$ cat src/rtl/program_loader_pkg.sv
// Shared definitions for the boot-time program loader: FSM states and stream framing constants.
package loader_pkg;

  typedef enum logic [2:0] {
    IDLE    = 3'd0,
    LEN_HI  = 3'd1,
    LEN_LO  = 3'd2,
    RX_WORD = 3'd3,
    WRITE   = 3'd4,
    CHECK   = 3'd5,
    DONE    = 3'd6,
    ERROR   = 3'd7
  } state_t;

  localparam int LEN_BYTES      = 2;
  localparam int BYTES_PER_WORD = 4;

endpackage

$ cat src/rtl/program_loader_byte_assembler.sv
// Big-endian byte-to-word assembler. full pulses alongside the shift that supplies the 4th byte,
// and word presents the completed value in that same cycle so the caller can register it.
module byte_assembler
  import loader_pkg::*;
(
  input  logic        clock,
  input  logic        rst,
  input  logic        clear,
  input  logic        shiftEn,
  input  logic [7:0]  byteIn,
  output logic [31:0] word,
  output logic        full
);

  logic [23:0] shift_r;
  logic [1:0]  count_r;

  // Shift bytes in MSB-first; the 2-bit counter wraps after the 4th byte to start the next word.
  always_ff @(posedge clock) begin
    if (rst) begin
      shift_r <= 24'd0;
      count_r <= 2'd0;
    end else if (clear) begin
      shift_r <= 24'd0;
      count_r <= 2'd0;
    end else if (shiftEn) begin
      shift_r <= {shift_r[15:0], byteIn};
      count_r <= count_r + 2'd1;
    end else begin
      shift_r <= shift_r;
      count_r <= count_r;
    end
  end

  // Completed word and the completion strobe.
  always_comb begin
    word = {shift_r, byteIn};
    full = 1'b0;
    if (shiftEn && (count_r == 2'(BYTES_PER_WORD - 1))) begin
      full = 1'b1;
    end else begin
      full = 1'b0;
    end
  end

endmodule

$ cat src/rtl/program_loader.sv
// Boot loader: parses a 16-bit word-count header and writes big-endian words to instruction memory.
// Optional trailer XOR checksum enabled by defining LOADER_CHECKSUM_EN.
module program_loader
  import loader_pkg::*;
#(
  parameter int DATA_WIDTH = 32,
  parameter int MEM_DEPTH  = 1024,
  parameter int ADDR_BITS  = 10
) (
  input  logic                  clock,
  input  logic                  rst,
  input  logic                  start,
  input  logic [7:0]            byteIn,
  input  logic                  byteValid,
  output logic                  byteReady,
  output logic                  memWrite,
  output logic [ADDR_BITS-1:0]  memAddr,
  output logic [DATA_WIDTH-1:0] memData,
  output logic                  busy,
  output logic                  done,
  output logic                  error,
  output logic [15:0]           wordCount
);

  state_t      state_r;
  logic [7:0]  len_hi_r;
  logic [15:0] n_r;
  logic [15:0] len_s;
  logic        xfer_s;
  logic        shift_en_s;
  logic        clear_s;
  logic [31:0] asm_word_s;
  logic        asm_full_s;
`ifdef LOADER_CHECKSUM_EN
  logic [7:0]  xor_r;
`endif

  // Handshake decode and assembler control.
  always_comb begin
    len_s      = {len_hi_r, byteIn};
    xfer_s     = byteValid && byteReady;
    shift_en_s = 1'b0;
    clear_s    = 1'b0;
    if ((state_r == RX_WORD) && xfer_s) begin
      shift_en_s = 1'b1;
    end else begin
      shift_en_s = 1'b0;
    end
    if (start && ((state_r == IDLE) || (state_r == DONE) || (state_r == ERROR))) begin
      clear_s = 1'b1;
    end else begin
      clear_s = 1'b0;
    end
  end

  byte_assembler u_asm (
    .clock   (clock),
    .rst     (rst),
    .clear   (clear_s),
    .shiftEn (shift_en_s),
    .byteIn  (byteIn),
    .word    (asm_word_s),
    .full    (asm_full_s)
  );

  // Loader FSM with registered outputs.
  always_ff @(posedge clock) begin
    if (rst) begin
      state_r   <= IDLE;
      len_hi_r  <= 8'd0;
      n_r       <= 16'd0;
      byteReady <= 1'b0;
      memWrite  <= 1'b0;
      memAddr   <= '0;
      memData   <= '0;
      busy      <= 1'b0;
      done      <= 1'b0;
      error     <= 1'b0;
      wordCount <= 16'd0;
`ifdef LOADER_CHECKSUM_EN
      xor_r     <= 8'd0;
`endif
    end else begin
      memWrite <= 1'b0;
      case (state_r)
        IDLE, DONE, ERROR: begin
          if (start) begin
            state_r   <= LEN_HI;
            byteReady <= 1'b1;
            busy      <= 1'b1;
            done      <= 1'b0;
            error     <= 1'b0;
            wordCount <= 16'd0;
            memAddr   <= '0;
`ifdef LOADER_CHECKSUM_EN
            xor_r     <= 8'd0;
`endif
          end
        end
        LEN_HI: begin
          if (xfer_s) begin
            len_hi_r <= byteIn;
            state_r  <= LEN_LO;
          end
        end
        LEN_LO: begin
          if (xfer_s) begin
            n_r <= len_s;
            if (len_s == 16'd0) begin
`ifdef LOADER_CHECKSUM_EN
              state_r   <= CHECK;
`else
              state_r   <= DONE;
              done      <= 1'b1;
              busy      <= 1'b0;
              byteReady <= 1'b0;
`endif
            end else if ({1'b0, len_s} > 17'(MEM_DEPTH)) begin
              // Oversized images are rejected before any write, so memAddr can never wrap.
              state_r   <= ERROR;
              error     <= 1'b1;
              busy      <= 1'b0;
              byteReady <= 1'b0;
            end else begin
              state_r <= RX_WORD;
            end
          end
        end
        RX_WORD: begin
          if (xfer_s) begin
`ifdef LOADER_CHECKSUM_EN
            xor_r <= xor_r ^ byteIn;
`endif
            if (asm_full_s) begin
              state_r   <= WRITE;
              byteReady <= 1'b0;
              memWrite  <= 1'b1;
              memData   <= DATA_WIDTH'(asm_word_s);
            end
          end
        end
        WRITE: begin
          wordCount <= wordCount + 16'd1;
          if ((wordCount + 16'd1) == n_r) begin
`ifdef LOADER_CHECKSUM_EN
            state_r   <= CHECK;
            byteReady <= 1'b1;
`else
            state_r   <= DONE;
            done      <= 1'b1;
            busy      <= 1'b0;
`endif
          end else begin
            memAddr   <= memAddr + ADDR_BITS'(1);
            state_r   <= RX_WORD;
            byteReady <= 1'b1;
          end
        end
`ifdef LOADER_CHECKSUM_EN
        CHECK: begin
          if (xfer_s) begin
            byteReady <= 1'b0;
            busy      <= 1'b0;
            if (byteIn == xor_r) begin
              state_r <= DONE;
              done    <= 1'b1;
            end else begin
              state_r <= ERROR;
              error   <= 1'b1;
            end
          end
        end
`endif
        default: begin
          state_r   <= IDLE;
          byteReady <= 1'b0;
          busy      <= 1'b0;
        end
      endcase
    end
  end

endmodule
$ cat config.mk
export PLATFORM = sky130hd
export DESIGN_NAME = program_loader
export DESIGN_NICKNAME = d
export VERILOG_FILES = /design/src/rtl/program_loader_pkg.sv /design/src/rtl/program_loader_byte_assembler.sv /design/src/rtl/program_loader.sv
export SDC_FILE = /design/constraint.sdc
export NUM_CORES = 1
export LEC_CHECK = 0
export CAP_MARGIN = 20
export CORE_MARGIN = 1.5
export CORE_UTILIZATION = 40
export DETAILED_ROUTE_END_ITERATION = 8
export PLACE_DENSITY = 0.64
export SLEW_MARGIN = 20
export SYNTH_ARGS = -nofsm -noshare
export SYNTH_HDL_FRONTEND = slang
export SYNTH_SLANG_ARGS = --single-unit
$ cat constraint.sdc
create_clock -name clock -period 7.8 [get_ports clock]
set_clock_uncertainty 0.1 [all_clocks]
set_input_delay 1.17 -clock clock [delete_from_list [all_inputs] [get_ports clock]]
set_output_delay 1.17 -clock clock [all_outputs]
set_load 0.01 [all_outputs]
==> summary.txt, run 1 <==
Critical path
  • Master of the slowest instance on the critical path: and3_1
  • Critical path capture point type: register
  • Depth of the critical timing path with buffers and inverters included: 9
  • Slowest Stage Delay on Critical Path: just under 0.8 ns
  • Worst path cell trace: clkdlybuf4s50_1, nand2_1, nor2_1, and3_1, nand2_2, a21oi_1, o21a_1, a21oi_1, a211oi_1
  • Count of cells along the worst register-to-register path: 7
  • Startpoint-to-endpoint class of the critical path: in2reg
  • Most numerous cell on the critical path: a21oi_1
  • CP Launch Type: primary input
  • Data required time of the critical path: ~8 ns
  • Buf+Inv Stages, Crit Path: 1
  • Worst path arrival time: ~4 ns
  • Cell family contributing the most delay on the critical path: simple AND/OR/NAND/NOR gates
  • Worst Path Max Fanout: 34

Yosys
  • Mean area per synthesized cell: between 7 and 8 sq um
  • Biggest area consumer among synthesized cells: dfxtp_1
  • Net count after synthesis: 691
  • Flip-flop and latch count after synthesis: about 120
  • Gate count after technology mapping: roughly 680
  • Sequential cell area fraction in the yosys report: 44.4%
  • Cell with the most instances after synthesis: nand2_1
  • Fraction of synthesized cell area taken by the top area cell type: ~44%
  • Share of flip-flops with an asynchronous set or reset after synthesis: 0%
  • Summed instance area of the synthesized netlist: 0.00523 sq mm
  • Most used flip-flop cell after synthesis: dfxtp_1
  • Number of warning messages in the yosys log: 0
  • Library cells used by synthesis: 58
  • Cell types occupying the most area after synthesis: dfxtp_1, nand2_1, a21oi_1
  • Count of flip-flops with a built-in enable after synthesis: 0
  • Most used standard cells in the synthesized netlist: nand2_1, dfxtp_1, a21oi_1

Pwr
  • Switching part of the total power: between 20% and 30%
  • Reg power frac: 39.7%
  • IR Drop Worst-Case VDD: between 0.1 and 0.15 mV
  • Portion of total power attributed to the clock network: roughly half
  • Switch Pwr: around 0.00040 W
  • Comb power frac: 10.1%
  • Pint: ~0.0012 W
  • Areal power density over the cells: 238 mW/mm^2
  • Leakage: approximately 2.1 nW

STA
  • Pin slew with the least headroom to its limit: about 1.0 ns
  • Shortest period the worst path allows: about 3.9 ns
  • Final setup violating endpoints: 0
  • Fraction of the cycle the final worst path needs: roughly half
  • Unrepaired setup endpoints after global routing: false
  • Final Hold Fails: 0
  • Normalized max-slew margin: 33.0%
  • Peak clock frequency supported by timing: roughly 260 MHz
  • Final number of max-transition violations: 0
  • Total Negative Setup Slacks: 0 ns

CTS
  • Number of buffers added by the clock tree synthesis step: 17
  • Clock-pin slew reported for the worst setup and hold paths after clock tree synthesis: approximately 0.050 ns
  • Clock tree from TritonCTS: built
  • Maximum clock path buffer count: 2
  • CTS H-tree lvls: 4
  • Number of buffers added for setup after CTS: 0
  • Clock latency reported for the late side of the worst-skew pair: a little over 0.4 ns
  • Number of gates given a new drive strength after cts: 0
  • Count of hold buffers inserted by post-cts repair: 0
  • CTS Sinks: about 120
  • Clock tree root buffer cell: clkbuf_16

Drt
  • Routed wire length: 13.3 mm
  • Via-per-instance ratio: between 5 and 6
  • Wirelength per Cell: approximately 15 um
  • First-pass detailed-route iteration total: 5
  • Iteration-0 DRC Markers: ~340
  • Total via count in the routed design: just under 5000
  • Residual DRC count: 0
  • Remaining number of nets flagged by the antenna check after routing: 0

Min path
  • Worst hold path type: reg2reg
  • WHS Path Cells: 2

Floorplanning
  • Ports placed on the boundary: 75
  • Overall die area: between 0.01 and 0.015 sq mm
  • Site Rows: 41
  • Placeable core area: around 0.013 sq mm
  • Initial standard-cell utilization of the core: 41.2%
  • Vertical extent of the die: 117 um
  • Width of the die: roughly 120 um

Global route
  • Largest net degree at the start of global routing: 84
  • Remaining global-route overflow: 0
  • GRT Util Overall: 19.2%
  • Global-route wire length before repair: between 20 and 25 mm
  • Number of global-route vias before repair: 4476
  • Initial antenna violation count: 0

Placed design
  • DPL Wire Length: slightly below 9 mm
  • Count of buffers inserted at the top-level ports: 74
  • Final weighted congestion in routability-driven placement: around 0.82

Cells and area
  • Utilization of the core after routing: approximately 52%
  • Proportion of layout cells with a drive suffix above 1: around 6.5%
  • Antenna fix cells: 0
  • Post-layout nets: between 700 and 800
  • Area delta synth->final: 27.2%

Status
  • Status: complete, no violations

Job
  • Max-capacitance violation count: 0
[metrics by stage]
| stage | cells | instance area [sq um] | worst slack (ns) | power (W) | hold slack (ns) |
|---|---|---|---|---|---|
| 3_3_place_gp | 879 | 6020 | 3.22 | 0.000794 | 0.346 |
| 3_5_place_dp | 879 | 6020 | 3.15 | 0.000797 | 0.349 |
| 2_1_floorplan | 676 | 5230 | 5.06 | 0.000745 | 0.332 |
| 6_report | 911 | 6650 | 3.94 | 0.00158 | 0.354 |
| 5_1_grt | 911 | 6650 | 3.55 | 0.00165 | 0.374 |
| 4_1_cts | 911 | 6640 | 3.58 | 0.00159 | 0.359 |
[placed cells by master, fill, tap and decap left out, types with 7 or more instances in the layout]
master	count
dfxtp_1	116
nand3_1	17
xnor2_1	13
o21ai_0	14
clkdlybuf4s50_1	73
a22oi_1	7
xor2_1	7
nand2_1	173
a21oi_1	99
nor2_1	51
mux2i_1	11
clkbuf_16	17
inv_1	10
[worst paths after layout]
check                                 start                  endpoint  slack (ns)
max                               byteValid    byteReady$_SDFFE_PP0P_        3.94
min          u_asm.shift_r[20]$_SDFFE_PP0P_  memData[28]$_SDFFE_PP0P_        0.35
max reg2reg       wordCount[2]$_SDFFE_PP0P_   state_r[0]$_SDFFE_PP0P_        4.59
min reg2reg  u_asm.shift_r[20]$_SDFFE_PP0P_  memData[28]$_SDFFE_PP0P_        0.35
[cell families (layout without fill, tap and decap cells)]
| group | after synthesis | in the layout | synth area share, % |
|---|---|---|---|
| muxes | 11 | 11 | 2.11 |
| AOI/OAI and AO/OA | 171 | 171 | 19.4 |
| DFF | 116 | 116 | 44.4 |
| and+or+nand+nor | 300 | 300 | 25.8 |
| xor gates and xnor gates | 20 | 20 | 3.35 |
| adders and majority gates | 3 | 3 | 0.718 |
| buffers and inverters | 55 | 118 | 4.17 |
[metal layers]
metal	track usage (%)	wire length (um)	vias up
met2	32.0	6510	151
met3	4.72	739	22
met4	7.18	216	0
met5	0	0	-
met1	23.9	5860	2341
li1	-	-	2451
[power groups by stage]
stage / logic (W) / clock network [W] / registers [W]
3_5_place_dp: 0.000157 / 0 / 0.000640
6_report: 0.000160 / 0.000796 / 0.000628
2_1_floorplan: 0.000115 / 0 / 0.000630
4_1_cts: 0.000158 / 0.000808 / 0.000628
5_1_grt: 0.000177 / 0.000840 / 0.000631
3_3_place_gp: 0.000154 / 0 / 0.000640
[registers in the layout (all words and copies together), names as in the netlist, 2 cells and up]
register,count
len_hi_r,8
memAddr,10
memData,32
n_r,16
state_r,3
u_asm.count_r,2
u_asm.shift_r,24
wordCount,16
[tightest hold or removal path: stages (launching register included)]
cell and delay (ns):
dfxtp_1 0.31, nand2_1 0.05, a21oi_1 0.05
[cell type report]
| cell class | instances | area (sq um) |
|---|---|---|
| Sequential cell | 116 | 2320 |
| Clock buffer | 20 | 457 |
| Fill cell | 1214 | 6020 |
| Timing Repair Buffer | 76 | 751 |
| Clock inverter | 12 | 155 |
| Multi-Input combinational cell | 505 | 2710 |
| Tap cell | 172 | 215 |
| Inverter | 10 | 37.5 |
(Power assumes the default switching activity.)
==> run 2, diff against run 1 <==
Clock period 7.8 ns to 4.04 ns, I/O delays scaled along.
==> summary.txt, run 2 (synthesis gave the netlist of run 1 again) <==
Status
  • Status: complete, no violations

Critical path
  • Cell family contributing the most delay on the critical path: simple AND/OR/NAND/NOR gates
  • Slowest Stage Delay on Critical Path: 0.70 ns (-0.08 ns)
  • Depth of the critical timing path with buffers and inverters included: 7 (-2)
  • Critical path capture point type: register
  • Buf+Inv Stages, Crit Path: 0 (-1)
  • Slack of the worst reg-to-reg path: 0.93 ns (-3.66 ns)
  • CP Launch Type: register
  • Worst path cell trace: nand4_2, or4_4, mux2i_1, a22oi_1, nand4_4, o2bb2a_1, o2111a_1
  • Master of the slowest instance on the critical path: or4_4
  • Startpoint-to-endpoint class of the critical path: reg2reg
  • Worst Path Max Fanout: 17 (-50%)
  • Worst path arrival time: 3.31 ns (-0.77 ns)
  • Count of cells along the worst register-to-register path: 7 (unchanged)
  • Data required time of the critical path: 4.23 ns (-3.79 ns)

Floorplanning
  • Overall die area: 0.0138 sq mm (unchanged)
  • Site Rows: 41 (unchanged)
  • Vertical extent of the die: 117 um (unchanged)
  • Ports placed on the boundary: 75 (unchanged)
  • Placeable core area: 0.0127 sq mm (unchanged)
  • Width of the die: 117 um (unchanged)
  • Initial standard-cell utilization of the core: 41.2% (unchanged)

STA
  • Total Negative Setup Slacks: 0 ns (unchanged)
  • Unrepaired setup endpoints after global routing: false
  • Normalized max-slew margin: 33.9% (+0.92 points)
  • Final number of max-transition violations: 0 (unchanged)
  • Shortest period the worst path allows: around 3.1 ns
  • Peak clock frequency supported by timing: ~320 MHz
  • Pin slew with the least headroom to its limit: 0.987 ns (-0.0153 ns)
  • Fraction of the cycle the final worst path needs: between 70% and 80%
  • Final setup violating endpoints: 0 (unchanged)
  • Final Hold Fails: 0 (unchanged)

Drt
  • Remaining number of nets flagged by the antenna check after routing: 0 (unchanged)
  • Iteration-0 DRC Markers: 314 (-7.4%)
  • Wirelength per Cell: 14.8 um (+0.93%)
  • Routed wire length: 13.5 mm (+1.3%)
  • First-pass detailed-route iteration total: 5 (unchanged)
  • Residual DRC count: 0 (unchanged)
  • Via-per-instance ratio: 5.34 (-2.0%)
  • Total via count in the routed design: 4880 (-1.7%)

Min path
  • Worst hold path type: reg2reg
  • WHS Path Cells: 2 (unchanged)

CTS
  • Clock-pin slew reported for the worst setup and hold paths after clock tree synthesis: 0.05 ns (about the same)
  • Count of hold buffers inserted by post-cts repair: 0 (unchanged)
  • Clock tree from TritonCTS: built
  • CTS H-tree lvls: 4 (unchanged)
  • Number of gates given a new drive strength after cts: 0 (unchanged)
  • Number of buffers added by the clock tree synthesis step: 17 (unchanged)
  • Clock tree root buffer cell: clkbuf_16
  • Maximum clock path buffer count: 2 (unchanged)
  • CTS Sinks: 116 (unchanged)
  • Number of buffers added for setup after CTS: 0 (unchanged)
  • Clock latency reported for the late side of the worst-skew pair: 0.41 ns (about the same)

Cells and area
  • Post-route non-filler standard cell count: 914 (+0.33%)
  • Regs by FF count: memData: 32 flops, u_asm.shift_r: 24 flops
  • Post-layout nets: 746 (+0.67%)
  • Area delta synth->final: 27.4%
  • Number of flip-flops under the largest register name: 32 (unchanged)
  • Proportion of layout cells with a drive suffix above 1: 6.47% (-0.026 points)
  • Register with the highest flop count: memData
  • Antenna fix cells: 0 (unchanged)
  • Most common cell after layout, fill and taps aside: nand2_1
  • Commonest cells after routing, fill and taps aside: nand2_1, dfxtp_1, a21oi_1

Placed design
  • DPL Wire Length: 8.96 mm (+2.2%)
  • Count of buffers inserted at the top-level ports: 74 (unchanged)
  • Final weighted congestion in routability-driven placement: 0.844 (+3.0%)
  • DP Cell Count: 884 (+0.57%)

Pwr
  • Areal power density over the cells: 457 mW/mm^2 (+91%)
  • Leakage: 2.15 nW (+0.41%)
  • IR Drop Worst-Case VDD: 0.291 mV (+140%)
  • Sum of internal, switching and leakage power: 0.00304 W (+92%)

Global route
  • Global-route wire length before repair: 22.5 mm (+3.6%)
  • GRT Util Overall: 20.0% (+0.86 points)
  • Remaining global-route overflow: 0 (unchanged)
  • Number of global-route vias before repair: 4584 (+2.4%)
  • Initial antenna violation count: 0 (unchanged)
  • Largest net degree at the start of global routing: 83 (-1.2%)

Job
  • Max-capacitance violation count: 0 (unchanged)
run 2: cell types whose count changed in the layout (fill, tap and decap cells not counted), sizes merged:
cell      previous run  this run
clkinv               7         2
clkbuf              20        22
clkinvlp             2         3
buf                  3         8
run 2: layer usage:
metal  share of wire [%]  vias to the layer above  GRT usage, %  wire, um
met5                   0                        -             0         0
met4                0.96                        0          7.18       130
met3                 5.2                       13          6.32       701
met1                  46                     2285          25.7      6230
li1                    -                     2457             -         -
met2                  48                      125          31.7      6430
run 2: area by class of cell:
cell class	instances	area [sq um]
Clock buffer	22	474
Clock inverter	8	126
Fill cell	1241	6010
Inverter	10	37.5
Multi-Input combinational cell	505	2690
Sequential cell	116	2320
Tap cell	172	215
Timing Repair Buffer	81	788
run 2: final timing paths:
kind / to / from
setup / recovery: state_r[0]$_SDFFE_PP0P_ / wordCount[2]$_SDFFE_PP0P_
hold / removal: memData[27]$_SDFFE_PP0P_ / memData[27]$_SDFFE_PP0P_
setup reg to reg: state_r[0]$_SDFFE_PP0P_ / wordCount[2]$_SDFFE_PP0P_
hold reg to reg: memData[27]$_SDFFE_PP0P_ / memData[27]$_SDFFE_PP0P_
run 2: per-stage QoR:
stage,setup slack (ns),utilization (%),hold slack [ns],cell area (sq um)
final,0.926,52.5,0.355,6660
after floorplan,1.45,-,0.332,5230
after global routing,0.672,52.5,0.370,6660
after global placement,1.02,47.8,0.345,6060
after CTS,0.934,52.5,0.358,6660
after detailed placement,0.958,47.8,0.350,6060
run 2: where the power goes:
group          internal (W)  switching, W
sequential          0.00117     0.0000428
combinational      0.000119      0.000189
clock               0.00101      0.000507
total               0.00230      0.000739
run 2: worst min-delay path: cells and delay by family (launching register included):
kind	cells	cell delay, ns
AOI/OAI and AO/OA	1	0.05
DFF	1	0.31
and+or+nand+nor	1	0.05
